===== src/rtl/sram_byte_reader_if.sv =====
// Bundle between the byte reader, the tile SRAM read port and the byte consumer.
// The slave side is the reader; the master side drives commands, SRAM data and out_ready.
interface sram_byte_reader_if #(
  parameter int ADDR_W = 10
);
  logic              cmd_valid;
  logic              cmd_ready;
  logic [ADDR_W-1:0] cmd_addr;
  logic [ADDR_W-1:0] cmd_words;
  logic              sram_rd_en;
  logic [ADDR_W-1:0] sram_addr;
  logic [127:0]      sram_rdata;
  logic              out_valid;
  logic              out_ready;
  logic [7:0]        out_data;
  logic [3:0]        out_offset;
  logic              out_last;
  logic              busy;

  modport slave (
    input  cmd_valid, cmd_addr, cmd_words, sram_rdata, out_ready,
    output cmd_ready, sram_rd_en, sram_addr, out_valid, out_data, out_offset, out_last, busy
  );

  modport master (
    output cmd_valid, cmd_addr, cmd_words, sram_rdata, out_ready,
    input  cmd_ready, sram_rd_en, sram_addr, out_valid, out_data, out_offset, out_last, busy
  );
endinterface


===== src/rtl/sram_byte_reader.sv =====
// Fetches 128-bit tile SRAM words and streams their bytes in position-offset order,
// undoing the offset-to-lane scatter applied by the tile write path.
module sram_byte_reader #(
  parameter int ADDR_W = 10,
  parameter int RD_LAT = 1
) (
  input logic               clk,
  input logic               rst_n,
  sram_byte_reader_if.slave io_bus
);
  typedef enum logic [1:0] {S_IDLE, S_READ, S_WAIT, S_STREAM} state_t;

  localparam logic [1:0]        WAIT_LAST = 2'(RD_LAT - 1);
  localparam logic [ADDR_W-1:0] ZERO_W    = {ADDR_W{1'b0}};

  state_t            r_state;
  state_t            w_state_next;
  logic [ADDR_W-1:0] r_addr;
  logic [ADDR_W-1:0] r_remain;
  logic [1:0]        r_wait_cnt;
  logic [127:0]      r_word;
  logic              r_rd_en;
  logic              r_out_valid;
  logic [7:0]        r_out_data;
  logic [3:0]        r_out_offset;
  logic              r_out_last;
  logic              r_busy;
  logic              w_accept;
  logic              w_hs;
  logic              w_word_done;
  logic              w_wait_done;

  // Same offset-to-lane mapping the write path uses for its bytemasks.
  function automatic logic [3:0] lane_of(input logic [3:0] off);
    case (off)
      4'd0:    lane_of = 4'd15;
      4'd1:    lane_of = 4'd11;
      4'd2:    lane_of = 4'd14;
      4'd3:    lane_of = 4'd10;
      4'd4:    lane_of = 4'd7;
      4'd5:    lane_of = 4'd3;
      4'd6:    lane_of = 4'd6;
      4'd7:    lane_of = 4'd2;
      4'd8:    lane_of = 4'd13;
      4'd9:    lane_of = 4'd9;
      4'd10:   lane_of = 4'd12;
      4'd11:   lane_of = 4'd8;
      4'd12:   lane_of = 4'd5;
      4'd13:   lane_of = 4'd1;
      4'd14:   lane_of = 4'd4;
      4'd15:   lane_of = 4'd0;
      default: lane_of = 4'd0;
    endcase
  endfunction

  function automatic logic [7:0] pick_byte(input logic [127:0] word, input logic [3:0] off);
    pick_byte = word[{lane_of(off), 3'b000} +: 8];
  endfunction

  // Handshake and phase-completion decodes.
  always_comb begin
    w_accept    = (r_state == S_IDLE) && io_bus.cmd_valid;
    w_hs        = (r_state == S_STREAM) && r_out_valid && io_bus.out_ready;
    w_word_done = w_hs && (r_out_offset == 4'd15);
    w_wait_done = (r_state == S_WAIT) && (r_wait_cnt == WAIT_LAST);
  end

  // Next-state decode.
  always_comb begin
    w_state_next = r_state;
    case (r_state)
      S_IDLE: begin
        if (w_accept) w_state_next = S_READ;
        else          w_state_next = S_IDLE;
      end
      S_READ: w_state_next = S_WAIT;
      S_WAIT: begin
        if (w_wait_done) w_state_next = S_STREAM;
        else             w_state_next = S_WAIT;
      end
      S_STREAM: begin
        if (w_word_done) begin
          if (r_remain != ZERO_W) w_state_next = S_READ;
          else                    w_state_next = S_IDLE;
        end else begin
          w_state_next = S_STREAM;
        end
      end
      default: w_state_next = S_IDLE;
    endcase
  end

  // State register.
  always_ff @(posedge clk) begin
    if (rst_n) r_state <= S_IDLE;
    else       r_state <= w_state_next;
  end

  // Address/count bookkeeping, word capture and registered outputs.
  always_ff @(posedge clk) begin
    if (rst_n) begin
      r_addr       <= ZERO_W;
      r_remain     <= ZERO_W;
      r_wait_cnt   <= 2'd0;
      r_word       <= 128'd0;
      r_rd_en      <= 1'b0;
      r_out_valid  <= 1'b0;
      r_out_data   <= 8'd0;
      r_out_offset <= 4'd0;
      r_out_last   <= 1'b0;
      r_busy       <= 1'b0;
    end else begin
      r_rd_en <= 1'b0;
      case (r_state)
        S_IDLE: begin
          if (w_accept) begin
            r_addr   <= io_bus.cmd_addr;
            r_remain <= io_bus.cmd_words;
            r_rd_en  <= 1'b1;
            r_busy   <= 1'b1;
          end
        end
        S_READ: r_wait_cnt <= 2'd0;
        S_WAIT: begin
          if (w_wait_done) begin
            r_word       <= io_bus.sram_rdata;
            r_out_valid  <= 1'b1;
            r_out_offset <= 4'd0;
            r_out_data   <= pick_byte(io_bus.sram_rdata, 4'd0);
            r_out_last   <= 1'b0;
          end else begin
            r_wait_cnt <= r_wait_cnt + 2'd1;
          end
        end
        S_STREAM: begin
          if (w_word_done) begin
            r_out_valid <= 1'b0;
            r_out_last  <= 1'b0;
            if (r_remain != ZERO_W) begin
              r_remain <= r_remain - ADDR_W'(1);
              r_addr   <= r_addr + ADDR_W'(1);
              r_rd_en  <= 1'b1;
            end else begin
              r_busy <= 1'b0;
            end
          end else if (w_hs) begin
            r_out_offset <= r_out_offset + 4'd1;
            r_out_data   <= pick_byte(r_word, r_out_offset + 4'd1);
            r_out_last   <= (r_remain == ZERO_W) && (r_out_offset == 4'd14);
          end
        end
        default: ;
      endcase
    end
  end

  assign io_bus.cmd_ready  = (r_state == S_IDLE);
  assign io_bus.sram_rd_en = r_rd_en;
  assign io_bus.sram_addr  = r_addr;
  assign io_bus.out_valid  = r_out_valid;
  assign io_bus.out_data   = r_out_data;
  assign io_bus.out_offset = r_out_offset;
  assign io_bus.out_last   = r_out_last;
  assign io_bus.busy       = r_busy;
endmodule


===== src/flat_wrapper.sv =====
// flat-port wrapper written by rule: the top's interface ports become plain ports
module sram_byte_reader_flat 
#(
  parameter int ADDR_W = 10,
  parameter int RD_LAT = 1
)
  (clk, rst_n, io_bus_cmd_valid, io_bus_cmd_addr, io_bus_cmd_words, io_bus_sram_rdata, io_bus_out_ready, io_bus_cmd_ready, io_bus_sram_rd_en, io_bus_sram_addr, io_bus_out_valid, io_bus_out_data, io_bus_out_offset, io_bus_out_last, io_bus_busy);
  sram_byte_reader_if #(.ADDR_W(ADDR_W)) io_bus_i ();
  input logic clk;
  input logic rst_n;
  input wire logic [$bits(io_bus_i.cmd_valid)-1:0] io_bus_cmd_valid;
  input wire logic [$bits(io_bus_i.cmd_addr)-1:0] io_bus_cmd_addr;
  input wire logic [$bits(io_bus_i.cmd_words)-1:0] io_bus_cmd_words;
  input wire logic [$bits(io_bus_i.sram_rdata)-1:0] io_bus_sram_rdata;
  input wire logic [$bits(io_bus_i.out_ready)-1:0] io_bus_out_ready;
  output wire logic [$bits(io_bus_i.cmd_ready)-1:0] io_bus_cmd_ready;
  output wire logic [$bits(io_bus_i.sram_rd_en)-1:0] io_bus_sram_rd_en;
  output wire logic [$bits(io_bus_i.sram_addr)-1:0] io_bus_sram_addr;
  output wire logic [$bits(io_bus_i.out_valid)-1:0] io_bus_out_valid;
  output wire logic [$bits(io_bus_i.out_data)-1:0] io_bus_out_data;
  output wire logic [$bits(io_bus_i.out_offset)-1:0] io_bus_out_offset;
  output wire logic [$bits(io_bus_i.out_last)-1:0] io_bus_out_last;
  output wire logic [$bits(io_bus_i.busy)-1:0] io_bus_busy;
  assign io_bus_i.cmd_valid = io_bus_cmd_valid;
  assign io_bus_i.cmd_addr = io_bus_cmd_addr;
  assign io_bus_i.cmd_words = io_bus_cmd_words;
  assign io_bus_i.sram_rdata = io_bus_sram_rdata;
  assign io_bus_i.out_ready = io_bus_out_ready;
  assign io_bus_cmd_ready = io_bus_i.cmd_ready;
  assign io_bus_sram_rd_en = io_bus_i.sram_rd_en;
  assign io_bus_sram_addr = io_bus_i.sram_addr;
  assign io_bus_out_valid = io_bus_i.out_valid;
  assign io_bus_out_data = io_bus_i.out_data;
  assign io_bus_out_offset = io_bus_i.out_offset;
  assign io_bus_out_last = io_bus_i.out_last;
  assign io_bus_busy = io_bus_i.busy;
  sram_byte_reader #(.ADDR_W(ADDR_W), .RD_LAT(RD_LAT)) u_core (.clk(clk), .rst_n(rst_n), .io_bus(io_bus_i));
endmodule

===== config.mk =====
export PLATFORM = sky130hd
export DESIGN_NAME = sram_byte_reader_flat
export DESIGN_NICKNAME = d
export VERILOG_FILES = /design/src/rtl/sram_byte_reader_if.sv /design/src/rtl/sram_byte_reader.sv /design/src/flat_wrapper.sv
export SDC_FILE = /design/constraint.sdc
export NUM_CORES = 1
export LEC_CHECK = 0
export CORE_ASPECT_RATIO = 2
export CORE_MARGIN = 4
export CORE_UTILIZATION = 30
export DETAILED_ROUTE_END_ITERATION = 6
export GPL_ROUTABILITY_DRIVEN = 0
export PLACE_DENSITY = 0.63
export SYNTH_ARGS = -nofsm -noshare
export SYNTH_HDL_FRONTEND = slang
export SYNTH_SLANG_ARGS = --single-unit

===== constraint.sdc =====
create_clock -name clk -period 2.9 [get_ports clk]
set_clock_uncertainty 0.2 [all_clocks]
set_input_delay 0.435 -clock clk [delete_from_list [all_inputs] [get_ports clk]]
set_output_delay 0.435 -clock clk [all_outputs]
set_load 0.03 [all_outputs]

==> out/qor.csv, run 1 <==
stage,metric,value,unit
sta,setup_viol,0,
route,viasPerCell,5.35,
sta,finalCritPeriodShare,94.5,%
cts,cts-root-buf,clkbuf_16,
sta,worst_slew_pin_slew,1.05,ns
floorplanning,core_area,0.0269,mm2
grt,grt_pass1_vias,8478,
route,drt-pass1-iter-count,7,
grt,overflow,0,
floorplanning,fp-row-count,85,
power_and_ir_drop,power_leakage,3.72,nW
cts,hold_buffers,0,
route,drc,0,
synthesis,yosysMostFrequentCell,nand2_1,
outcome,outcome,finished clean,
sta,fin_tns_setup,0,ns
sta,layout_setup_ws,0.159,ns
critical_path,crit_type,reg2reg,
synthesis,syn-num-nets,1239,
job,max-cap-violations,0,
place,place_hpwl,22.6,mm
cts,clk_latency,0.44,ns
critical_path,critPathRequiredTime,2.99,ns
floorplanning,die_width,125,um
sta,min_period,2.74,ns
cts,cts_buffers,17,
synthesis,synth_top_area_cell,dfxtp_1,
sta,relSlewSlack,29.7,%
finish,area_growth,33.4,%
critical_path,arrival,2.83,ns
power_and_ir_drop,ir_drop,0.426,mV
grt,grt_max_degree,129,
cts,h-tree-depth,4,
synthesis,ys.flop_type,dfxtp_1,
floorplanning,start_util,30.5,%
critical_path,critPathCaptureType,register,
critical_path,critPathLaunchType,register,
critical_path,crit_fanout,12,
power_and_ir_drop,powerDensity,750,mW/mm2
synthesis,syn_area,0.00819,mm2
cts,cts_tree,yes,
finish,n_fill_cell,2725,
floorplanning,io_pins,179,
synthesis,avgSynthCellArea,7.62,um2
synthesis,yosys-top-cells-area,"dfxtp_1 41%, nand2_1 13%, a21oi_1 11%",
synthesis,synthTopCellsByCount,"283 x nand2_1, 178 x a21oi_1, 168 x dfxtp_1",
synthesis,synth-seq-area-share,41.0,%
route,routed_wl,30.0,mm
grt,antenna_found_initial,1,
synthesis,ys_types,63,
grt,grt_usage,19.5,%
cts,clkSinkCount,168,
cts,clockBufferDepth,2,
floorplanning,die_area,0.0302,mm2
place,place_ws,0.105,ns
grt,grt_pass1_wl,46.4,mm
sta,fmax,365,MHz
finish,final_nets,1374,
finish,layout-drive-gt1-share,7.77,%
place,portBuffers,178,
cts,clk_pin_slew,0.06,ns
route,drt-initial-drc-count,709,
synthesis,synth_top_area_share,41.0,%
sta,rsz0062_at_grt,no,
sta,finalHoldViolCount,0,
synthesis,syn-instance-count,1076,
synthesis,ys_async_sr_fraction,0,%
route,detail_route.wl_per_cell,19.1,um
synthesis,yosys_warnings,0,
route,ant_nets,0,
min_path,hp-class,reg2reg,
floorplanning,die_y,242,um
route,via_count,8410,
synthesis,synth_edf_count,0,
synthesis,synth.ff_latch_count,168,
sta,drv_slew,0,
## state kept, by name, summed over array words and instances, names as in the netlist
register and count:
u_core.r_remain 10, u_core.io_bus.out_offset 4, u_core.io_bus.out_valid 1, u_core.io_bus.sram_addr 10, u_core.io_bus.out_data 8, u_core.io_bus.busy 1
u_core.r_word 128, u_core.r_wait_cnt 2, u_core.io_bus.out_last 1, u_core.io_bus.sram_rd_en 1, u_core.r_state 2
## layout make-up
type,count,area [um2],share of cell area (%)
Clock buffer,24,502,4.59
Multi-Input combinational cell,800,4420,40.4
Sequential cell,168,3360,30.8
Timing Repair Buffer,203,2040,18.7
Antenna cell,1,2.50,0.0229
Tap cell,348,435,3.98
Clock inverter,6,90.1,0.824
Inverter,21,78.8,0.721
## worst max-delay path, stage by stage (launching register included)
cell     delay (ns)
dfxtp_1        0.59
ha_1           0.29
xnor2_1        0.13
nor3_1         0.83
a21oi_1        0.26
mux2i_1        0.21
nor4_1         0.07
## per-layer routing
layer	up-vias	GRT usage (%)	routed length, um
met5	-	0	0
li1	4057	-	-
met2	300	36.7	16400
met4	0	12.7	1800
met3	96	3.47	1340
met1	3957	19.4	10500
## layout by cell type (no fill, tap or decap), drive strengths merged, types with 3 or more instances in the layout
master / synthesis / final
mux2: 18 / 18
a221o: 8 / 8
and3: 4 / 4
mux2i: 10 / 10
a221oi: 3 / 3
mux4: 8 / 8
a311oi: 8 / 8
nor4: 20 / 20
and2: 3 / 3
or3: 6 / 6
ha: 11 / 11
nor2: 32 / 32
clkbuf: 74 / 24
buf: 13 / 26
nand3: 30 / 30
a211oi: 11 / 11
o21ai: 56 / 56
o31ai: 4 / 4
clkdlybuf4s50: 0 / 177
nor3: 12 / 12
nand4: 6 / 6
a31oi: 25 / 25
o22ai: 10 / 10
nor2b: 11 / 11
clkinv: 1 / 4
inv: 20 / 20
or4: 8 / 8
nand2: 283 / 283
a21oi: 178 / 178
nand3b: 3 / 3
dfxtp: 168 / 168
## stage by stage
step	hold WS [ns]	area (um2)	util, %	std cells	power (W)
floorplan	0.233	8190	-	1076	0.00480
global placement	0.240	10300	38.4	1540	0.00589
detailed placement	0.245	10300	38.4	1540	0.00593
CTS	0.254	10900	40.6	1570	0.00824
global route	0.277	10900	40.6	1571	0.00865
finish	0.252	10900	40.6	1571	0.00820
## cells by family after synthesis
kind of cell             count (synthesis)  share of synthesized area, %
AND/OR/NAND/NOR                        428                          23.1
XOR/XNOR                                 2                         0.214
AO/OA/AOI/OAI                          323                          22.7
flip-flops                             168                          41.0
buffers and inverters                  108                          5.31
multiplexers                            36                          5.89
adder cells (fa/ha/maj)                 11                          1.68
## power breakdown
group / internal, W / leakage (nW) / total [W] / switching, W
clock network: 0.00137 / 0.288 / 0.00230 / 0.000921
logic: 0.00110 / 2.06 / 0.00276 / 0.00165
registers: 0.00276 / 1.37 / 0.00314 / 0.000377
## final timing paths
kind                            cells past startpoint  slack, ns                         to                        start
worst max-delay path                                6       0.16  u_core.io_bus.out_data[3]  u_core.io_bus.out_offset[1]
worst min-delay path                                2       0.25          u_core.r_word[20]            u_core.r_word[20]
worst max register to register                      6       0.16  u_core.io_bus.out_data[3]  u_core.io_bus.out_offset[1]
worst min register to register                      2       0.25          u_core.r_word[20]            u_core.r_word[20]
## repair_timing
action | CTS | global route
endpoints found under the setup margin | 0 | 9
buffers inserted | 0 | 0
endpoints found under the hold margin | 0 | 0
gates resized for setup | 0 | 2
Power figures use the tool's default switching activity.
==> run 2: changes to the inputs <==
--- a/config.mk
+++ b/config.mk
@@ -5,11 +5,11 @@
 export SDC_FILE = /design/constraint.sdc
 export NUM_CORES = 1
 export LEC_CHECK = 0
+export ABC_AREA = 0
 export CORE_ASPECT_RATIO = 2
 export CORE_MARGIN = 4
 export CORE_UTILIZATION = 30
 export DETAILED_ROUTE_END_ITERATION = 6
-export GPL_ROUTABILITY_DRIVEN = 0
 export PLACE_DENSITY = 0.63
 export SYNTH_ARGS = -nofsm -noshare
 export SYNTH_HDL_FRONTEND = slang
==> run 2 against run 1 <==
  * Cell count rose by 0.70%
  * Via count fell by 0.75%
  * Sequential cell count did not move
  * Largest power group unchanged
==> out/qor.csv, run 2 (synthesis results as in run 1) <==
stage,metric,value,unit,change
route,via_count,8347,,-0.75%
finish,layout_common_cells,"282 x nand2_1, 178 x a21oi_1, 177 x clkdlybuf4s50_1",,
floorplanning,core_area,0.0269,mm2,unchanged
cts,h-tree-depth,4,,unchanged
critical_path,r2r_slack,0.21,ns,+0.05 ns
sta,setup_viol,0,,unchanged
finish,top_register,u_core.r_word,,
power_and_ir_drop,power_leakage,3.74,nW,+0.43%
cts,cts-root-buf,clkbuf_16,,
grt,grt_max_degree,69,,-47%
finish,largest_reg_flops,128,,unchanged
cts,cts_resized,0,,unchanged
sta,holdWs,0.176,ns,-0.0754 ns
place,placed_cell_area,0.0104,mm2,+0.61%
finish,final_area,0.0109,mm2,+0.10%
cts,cts_tree,yes,,
route,drt-pass1-iter-count,6,,-1
grt,grt_usage,19.8,%,+0.28 points
grt,overflow,0,,unchanged
route,drc,0,,unchanged
sta,fin_tns_setup,0,ns,unchanged
grt,grt_pass1_wl,46.6,mm,+0.37%
place,place_hpwl,23.5,mm,+3.7%
sta,rsz0062_at_grt,no,,
route,detail_route.wl_per_cell,19.5,um,+1.8%
cts,clkSinkCount,168,,unchanged
critical_path,arrival,2.81,ns,-0.02 ns
place,portBuffers,178,,unchanged
cts,cts_buffers,17,,unchanged
power_and_ir_drop,powerDensity,742,mW/mm2,-1.1%
critical_path,critPathCaptureType,register,,
finish,final_common_cell,nand2_1,,
cts,clockBufferDepth,2,,unchanged
place,gp_congestion,0.982,,
critical_path,crit_type,reg2reg,,
route,viasPerCell,5.28,,-1.4%
job,max-cap-violations,0,,unchanged
min_path,hp-class,in2reg,,
grt,antenna_found_initial,0,,-1
grt,grt_pass1_vias,8283,,-2.3%
place,place_ws,0.0584,ns,-0.0465 ns
floorplanning,die_width,125,um,unchanged
cts,hold_buffers,0,,unchanged
floorplanning,start_util,30.5,%,unchanged
floorplanning,die_y,242,um,unchanged
finish,final_nets,1384,,+0.73%
sta,drv_slew,0,,unchanged
floorplanning,io_pins,179,,unchanged
sta,min_period,2.69,ns,-0.0483 ns
cts,clk_latency,0.45,ns,about the same
finish,diodes,0,,-1
sta,relSlewSlack,34.8,%,+5.1 points
floorplanning,fp-row-count,85,,unchanged
sta,finalHoldViolCount,0,,unchanged
finish,area_growth,33.5,%,
cts,clk_pin_slew,0.07,ns,about the same
route,drt-initial-drc-count,592,,-17%
floorplanning,die_area,0.0302,mm2,unchanged
critical_path,crit_path_start,u_core.r_state[0],,
sta,layout_setup_ws,0.207,ns,+0.0483 ns
power_and_ir_drop,ir_drop,0.393,mV,-7.7%
finish,layout-drive-gt1-share,8.35,%,+0.57 points
min_path,whs_path_depth,2,,unchanged
critical_path,critPathRequiredTime,3.02,ns,+0.03 ns
critical_path,critPathLaunchType,register,,
min_path,hold_start,rst_n,,
sta,worst_slew_pin_slew,0.971,ns,-0.0760 ns
critical_path,worstReg2RegStart,u_core.r_state[0],,
sta,fmax,371,MHz,+1.8%
route,ant_nets,0,,unchanged
route,routed_wl,30.8,mm,+2.5%
sta,finalCritPeriodShare,92.8,%,-1.7 points
cts,postCtsSetupRepairBufs,0,,unchanged
critical_path,r2r_cells,7,,+1
outcome,outcome,finished clean,,
critical_path,crit_fanout,8,,-4
min_path,hold_end,u_core.io_bus.out_offset[2],,
critical_path,rr_endpoint,u_core.io_bus.out_data[4],,
run 2: cell types whose count changed in the layout (fill, tap and decap cells not counted):
| cell | delta |
|---|---|
| buf_12 | -1 |
| buf_4 | +11 |
| bufinv_16 | -1 |
| clkbuf_1 | +2 |
| clkbuf_8 | -4 |
| clkinv_2 | +1 |
| clkinv_4 | -1 |
| clkinvlp_4 | +3 |
| diode_2 | -1 |
| inv_6 | +2 |
| nor2_1 | +1 |
| nor2_2 | -1 |
| nor3b_1 | +1 |
| nor3b_2 | -1 |
run 2: area by class of cell:
class	count	area, um2
Fill cell	2786	16000
Multi-Input combinational cell	800	4410
Sequential cell	168	3360
Timing Repair Buffer	213	2100
Clock buffer	22	454
Tap cell	348	435
Clock inverter	10	96.3
Inverter	21	78.8
run 2: worst max path at each step:
| stage | to | slack, ns | cells after the start |
|---|---|---|---|
| 2_1_floorplan | u_core.io_bus.out_data[0] | 0.07 | 9 |
| 4_1_cts | u_core.io_bus.out_data[4] | 0.22 | 7 |
| 3_3_place_gp | u_core.io_bus.out_data[4] | 0.05 | 6 |
| 5_1_grt | u_core.io_bus.out_data[4] | 0.04 | 7 |
| 6_report | u_core.io_bus.out_data[4] | 0.21 | 7 |
| 3_5_place_dp | u_core.io_bus.out_data[4] | 0.06 | 6 |
run 2: per-layer routing:
| layer | up-vias | GRT usage [%] | routed length (um) |
|---|---|---|---|
| li1 | 4074 | - | - |
| met1 | 3907 | 19.2 | 10700 |
| met2 | 280 | 38.6 | 17100 |
| met3 | 86 | 3.09 | 1280 |
| met4 | 0 | 11.7 | 1720 |
| met5 | - | 0 | 0 |
run 2: metrics by stage:
step           total power, W  cells  util (%)
2_1_floorplan         0.00480   1076         -
3_3_place_gp          0.00593   1550      38.6
3_5_place_dp          0.00597   1550      38.6
4_1_cts               0.00817   1582      40.7
5_1_grt               0.00854   1582      40.7
6_report              0.00811   1582      40.7
run 2: critical path, cell delays in order, from the launching register on:
cell and delay, ns:
dfxtp_1 0.40, inv_1 0.11, ha_1 0.30, nor2b_1 0.21
a211o_1 0.28, or4_1 0.67, a311oi_1 0.33, nor4_1 0.07
run 2: where the power goes:
group	switching [W]	internal, W	total, W
Combinational	0.00168	0.00112	0.00279
Sequential	0.000372	0.00276	0.00313
Clock	0.000979	0.00121	0.00219
Total	0.00303	0.00509	0.00811
